--- src/rtl/counter_sched_pkg.sv ---
// Shared definitions for the counter scheduler: FSM encoding and default widths.
package counter_sched_pkg;

   typedef enum logic [1:0] {
      ST_IDLE = 2'd0,
      ST_LOAD = 2'd1,
      ST_RUN  = 2'd2,
      ST_DONE = 2'd3
   } state_e;

   localparam int WIDTH_DEF = 8;
   localparam int REP_W_DEF = 4;

endpackage

--- src/rtl/counter_sched_rr_arbiter.sv ---
// Combinational round-robin arbiter: scans last+1, last+2, ... (mod NREQ)
// and grants the first requester found.
module rr_arbiter #(
   parameter  int NREQ = 2,
   localparam int ID_W = (NREQ > 1) ? $clog2(NREQ) : 1
) (
   input  logic [NREQ-1:0] req,
   input  logic [ID_W-1:0] last,
   output logic [NREQ-1:0] gnt,
   output logic [ID_W-1:0] gnt_id,
   output logic            any
);

   int              idx;
   logic [ID_W-1:0] idx_w;

   always_comb begin
      gnt    = '0;
      gnt_id = '0;
      any    = 1'b0;
      idx    = 0;
      idx_w  = '0;
      for (int k = 1; k <= NREQ; k++) begin
         idx = int'(last) + k;
         if (idx >= NREQ) idx = idx - NREQ;
         idx_w = ID_W'(idx);
         if (!any && req[idx_w]) begin
            any         = 1'b1;
            gnt[idx_w]  = 1'b1;
            gnt_id      = idx_w;
         end
      end
   end

endmodule

--- src/rtl/counter_sched.sv ---
// Shares one external loadable up-counter among NREQ requesters: grant
// round-robin, load the start value, run to wrap-around reps+1 times, report done.
module counter_sched
   import counter_sched_pkg::*;
#(
   parameter  int NREQ  = 2,
   parameter  int WIDTH = WIDTH_DEF,
   parameter  int REP_W = REP_W_DEF,
   localparam int ID_W  = (NREQ > 1) ? $clog2(NREQ) : 1
) (
   input  logic               clk,
   input  logic               rst_n,
   input  logic [NREQ-1:0]    req,
   input  logic [NREQ*WIDTH-1:0] req_data,
   input  logic [NREQ*REP_W-1:0] req_reps,
   output logic [NREQ-1:0]    ack,
   output logic [NREQ-1:0]    done,
   output logic               busy,
   output logic [ID_W-1:0]    grant_id,
   input  logic               hold,
   output logic               cnt_load,
   output logic [WIDTH-1:0]   cnt_data,
   output logic               cnt_cin,
   input  logic               cnt_cout
);

   state_e           state_q, state_d;
   logic [WIDTH-1:0] data_q, data_d;
   logic [REP_W-1:0] reps_q, reps_d;
   logic [ID_W-1:0]  grant_q, grant_d;
   logic [ID_W-1:0]  last_q, last_d;

   logic [NREQ-1:0]  arb_gnt;
   logic [ID_W-1:0]  arb_id;
   logic             arb_any;

   rr_arbiter #(.NREQ(NREQ)) u_arb (
      .req    (req),
      .last   (last_q),
      .gnt    (arb_gnt),
      .gnt_id (arb_id),
      .any    (arb_any)
   );

   always_comb begin
      state_d = state_q;
      data_d  = data_q;
      reps_d  = reps_q;
      grant_d = grant_q;
      last_d  = last_q;
      unique case (state_q)
         ST_IDLE: begin
            if (arb_any) begin
               data_d  = req_data[int'(arb_id)*WIDTH +: WIDTH];
               reps_d  = req_reps[int'(arb_id)*REP_W +: REP_W];
               grant_d = arb_id;
               state_d = ST_LOAD;
            end
         end
         ST_LOAD: state_d = ST_RUN;
         ST_RUN: begin
            // cout only counts when we are actually driving cin
            if (!hold && cnt_cout) begin
               if (reps_q == '0) begin
                  state_d = ST_DONE;
               end else begin
                  reps_d  = reps_q - 1'b1;
                  state_d = ST_LOAD;
               end
            end
         end
         ST_DONE: begin
            last_d  = grant_q;
            state_d = ST_IDLE;
         end
         default: state_d = ST_IDLE;
      endcase
   end

   always_ff @(posedge clk or negedge rst_n) begin
      if (!rst_n) begin
         state_q <= ST_IDLE;
         data_q  <= '0;
         reps_q  <= '0;
         grant_q <= '0;
         last_q  <= ID_W'(NREQ - 1);
      end else begin
         state_q <= state_d;
         data_q  <= data_d;
         reps_q  <= reps_d;
         grant_q <= grant_d;
         last_q  <= last_d;
      end
   end

   // ack is the only Mealy output; masked so nothing leaks out while reset is held
   assign ack      = (state_q == ST_IDLE && rst_n) ? arb_gnt : '0;
   assign done     = (state_q == ST_DONE) ? (NREQ'(1) << grant_q) : '0;
   assign busy     = (state_q != ST_IDLE);
   assign grant_id = grant_q;
   assign cnt_load = (state_q == ST_LOAD);
   assign cnt_data = data_q;
   assign cnt_cin  = (state_q == ST_RUN) && !hold;

endmodule

--- config.mk ---
export PLATFORM = sky130hd
export DESIGN_NAME = counter_sched
export DESIGN_NICKNAME = d
export VERILOG_FILES = /design/src/rtl/counter_sched_pkg.sv /design/src/rtl/counter_sched_rr_arbiter.sv /design/src/rtl/counter_sched.sv
export SDC_FILE = /design/constraint.sdc
export NUM_CORES = 1
export LEC_CHECK = 0
export BUFFER_PORTS_ARGS = -buffer_cell sky130_fd_sc_hd__buf_4
export CAP_MARGIN = 25
export CORE_MARGIN = 5
export CORE_UTILIZATION = 35
export CTS_CLUSTER_SIZE = 12
export DETAILED_ROUTE_END_ITERATION = 12
export PLACE_DENSITY_LB_ADDON = 0.15
export SLEW_MARGIN = 20
export SYNTH_ARGS = -nofsm -noshare
export SYNTH_HDL_FRONTEND = slang
export SYNTH_SLANG_ARGS = --single-unit
--- constraint.sdc ---
create_clock -name clk -period 3.4 [get_ports clk]
set_clock_uncertainty 0.2 [all_clocks]
set_input_delay 0.34 -clock clk [delete_from_list [all_inputs] [get_ports clk]]
set_output_delay 0.34 -clock clk [all_outputs]
set_load 0.005 [all_outputs]
==> metrics.md <==
| Metric | Value |
|---|---|
| Sw frac | 0.381 |
| Final hold vios | 0 |
| Root Buffer | clkbuf_4 |
| RePlAce Congestion | approximately 0.83 |
| Clk Latency, worst-skew pair | 0.29 ns |
| Post-CTS resize count | 0 |
| GRT Residual Overflow | 0 |
| Max_slew headroom | 0.511 |
| CTS tree | yes |
| Synth Cell Area | 908 sq um |
| Psw | roughly 0.35 mW |
| Kind of end point of the critical path | primary output |
| Top cell type by total area after synthesis | dfrtp_1 |
| Drt via density | 4.96 |
| 1st-pass router iterations | 4 |
| # setup viols final | 0 |
| First-pass GRT wire length | between 3000 and 4000 microns |
| Post-synthesis cell type count | 34 |
| Final #Nets | 170 |
| CP Launch Type | flip-flop |
| Total setup buffers inserted after CTS | 0 |
| Antenna fix cells | 0 |
| Vias in the first global route | 849 |
| Full die area | about 3700 sq um |
| DRT Wirelength | 2220 microns |
| Synth Area per Inst | approximately 10 sq um |
| Critical Path Fanout Max | 16 |
| Delay-heaviest family, CP | compound AO/OA/AOI/OAI gates |
| Most frequent cells in the layout | buf_4, dfrtp_1, nand2_1, mux2i_1, o21ai_1 |
| Worst R2R Path Depth | 6 |
| Leakage | 0.651 nW |
| Hold Startpoint | req_data[7] |
| Total CTS buffers | 3 |
| H-tree Lvls | 1 |
| CP Buf/Inv Count | 1 |
| Post-synthesis sequential area ratio | 0.442 |
| Synth top area share | 0.413 |
| PortBufs | 45 |
| Hold depth | 3 |
| Final setup TNS | 0 ns |
| CP Class | reg2out |
| Die width | 60.9 microns |
| Maxcap violations | 0 |
| DP HPWL | between 1500 and 2000 microns |
| Max Root-Sink Buffers | 2 |
| Syn-to-layout area delta | 42.7% |
| Sequential Power Share | 0.400 |
| DR iter-0 viols | 24 |
| Pin count of the biggest net entering global routing | 22 |
| I/O pin count | 46 |
| GRT Util Overall | 0.140 |
| Warnings from Yosys | 0 |
| Layout cell share with drive strength beyond 1 | 0.406 |
| Wirelength per Cell | between 10 and 15 microns |
| DRC | 0 |
| Commonest non-fill, non-tap cell in the layout | buf_4 |
| Syn Nets | 122 |
| Comb power frac | 0.482 |
| Cells along the critical path | a21boi_4 -> and3_1 -> buf_4 |
| Die height | around 60 microns |
| Unrepaired setup endpoints after global routing | no |
| CP required | 2.86 ns |
| CP startpoint | last_q$_DFFE_PN1N_ |
| Synthesis-stage register bit count | 16 |
| P_int | around 0.57 mW |
| Slew Viols, Final | 0 |
| Core area | 2480 sq um |
| Maximum clock rate | 487 MHz |
| Outcome | complete, no violations |
| Initial antenna violation count | 0 |
| Initial core utilization | 0.367 |
| Minimum clock period | 2.05 ns |
| Max IR drop VDD | roughly 0.00037 V |
| Routed via count | 834 |
| Hold Buf Count CTS | 1 |
| Routed Antenna Nets | 0 |
| Worst Path Arrival | 1.51 ns |
| Power Density | 710 nW/um^2 |
| Critical path's slowest cell | a21boi_4 |
| Crit path depth | 3 |
| Slew @ Worst Pin | 0.733 ns |
| FP Rows | 18 |
| Final period utilization | 0.604 |
| Util after Layout | 0.523 |
| CP max stage delay | 0.47 ns |
| Area contributors post-synth | dfrtp_1, mux2i_1, nand2_1, o21ai_1, a211oi_1 |
| Hold Path Class | in2reg |
| Mapped Cells | 91 |
| RR Startpoint | reps_q[0]$_DFFE_PN0P_ |
| Clock transition at the registers of the reported paths | 0.10 ns |
| Clock Power Share | 0.118 |
| CTS sink count | 16 |
==> stage by stage <==
stage	cell area [sq um]	setup slack, ns	std cells	hold slack [ns]	power, mW
after floorplan	908	1.77	91	-0.156	0.626
after global placement	1260	1.52	163	0.0189	0.808
after detailed placement	1260	1.47	163	0.0222	0.822
after CTS	1300	1.31	168	0.113	0.934
after global routing	1300	1.22	168	0.109	1.02
final	1300	1.35	168	0.119	0.920
==> tightest hold or removal path, delay by kind of cell <==
| family | cells | cell delay [ns] |
|---|---|---|
| AO/OA/AOI/OAI | 1 | 0.11 |
| buffers and inverters | 1 | 0.08 |
| multiplexers | 1 | 0.05 |
==> synth_stat cells <==
| cell | n |
|---|---|
| a211oi_1 | 4 |
| a21boi_4 | 1 |
| buf_4 | 1 |
| buf_2 | 1 |
| dfstp_2 | 1 |
| o21ai_1 | 9 |
| and2b_1 | 1 |
| mux2_2 | 1 |
| o21a_1 | 1 |
| nand4b_1 | 1 |
| nand2b_1 | 2 |
| nor2b_1 | 3 |
| and3_1 | 2 |
| o2111a_1 | 1 |
| nand3_1 | 1 |
| nand2_1 | 14 |
| ha_1 | 1 |
| o21ai_2 | 1 |
| nor3_4 | 1 |
| nor3b_1 | 1 |
| dfrtp_1 | 15 |
| nor3_1 | 3 |
| o311ai_1 | 1 |
| o21ai_0 | 2 |
| nor2_1 | 2 |
| and4bb_2 | 1 |
| o22ai_1 | 1 |
| nor2_2 | 1 |
| buf_6 | 1 |
| a21o_1 | 1 |
| mux2i_1 | 9 |
| inv_1 | 4 |
| nand2b_2 | 1 |
| a22o_1 | 1 |
==> kinds of logic after synthesis <==
group,Yosys count,share of synthesized area
mux,10,0.112
flops,16,0.442
simple gates,34,0.211
compound gates,23,0.179
fa+ha+maj,1,0.0138
buf+inv,7,0.0427
==> worst paths after layout <==
check                                     endpoint  slack [ns]
min reg2reg                cnt_data[2]$_DFFE_PN0P_        0.30
min                        cnt_data[7]$_DFFE_PN0P_        0.12
max                                         ack[1]        1.35
min in group asynchronous  cnt_data[6]$_DFFE_PN0P_        0.24
max reg2reg                  reps_q[1]$_DFFE_PN0P_        1.63
max in group asynchronous       last_q$_DFFE_PN1N_        2.50
==> state kept, by name, summed over array words and instances, names as in the netlist <==
signal,flops
last_q,1
state_q,2
cnt_data,8
grant_id,1
reps_q,4
==> power by group through the flow <==
stage	combinational (mW)	clock [mW]	sequential [mW]
2_1_floorplan	0.267	0	0.359
3_3_place_gp	0.442	0	0.366
3_5_place_dp	0.450	0	0.372
4_1_cts	0.452	0.114	0.368
5_1_grt	0.502	0.125	0.389
6_report	0.444	0.109	0.368
==> layout make-up <==
| type | instances | area, sq um |
|---|---|---|
| Fill cell | 248 | 1180 |
| Clock buffer | 4 | 26.3 |
| Sequential cell | 16 | 402 |
| Tap cell | 30 | 37.5 |
| Multi-Input combinational cell | 68 | 468 |
| Timing Repair Buffer | 46 | 348 |
| Inverter | 4 | 15.0 |
==> per-layer routing <==
layer	GRT usage	part of all wire	wire [microns]
met5	0	0	0
met4	0.0743	0.023	51
met3	0.0298	0.078	172
met2	0.231	0.48	1060
met1	0.170	0.42	939
(Power assumes the default switching activity.)
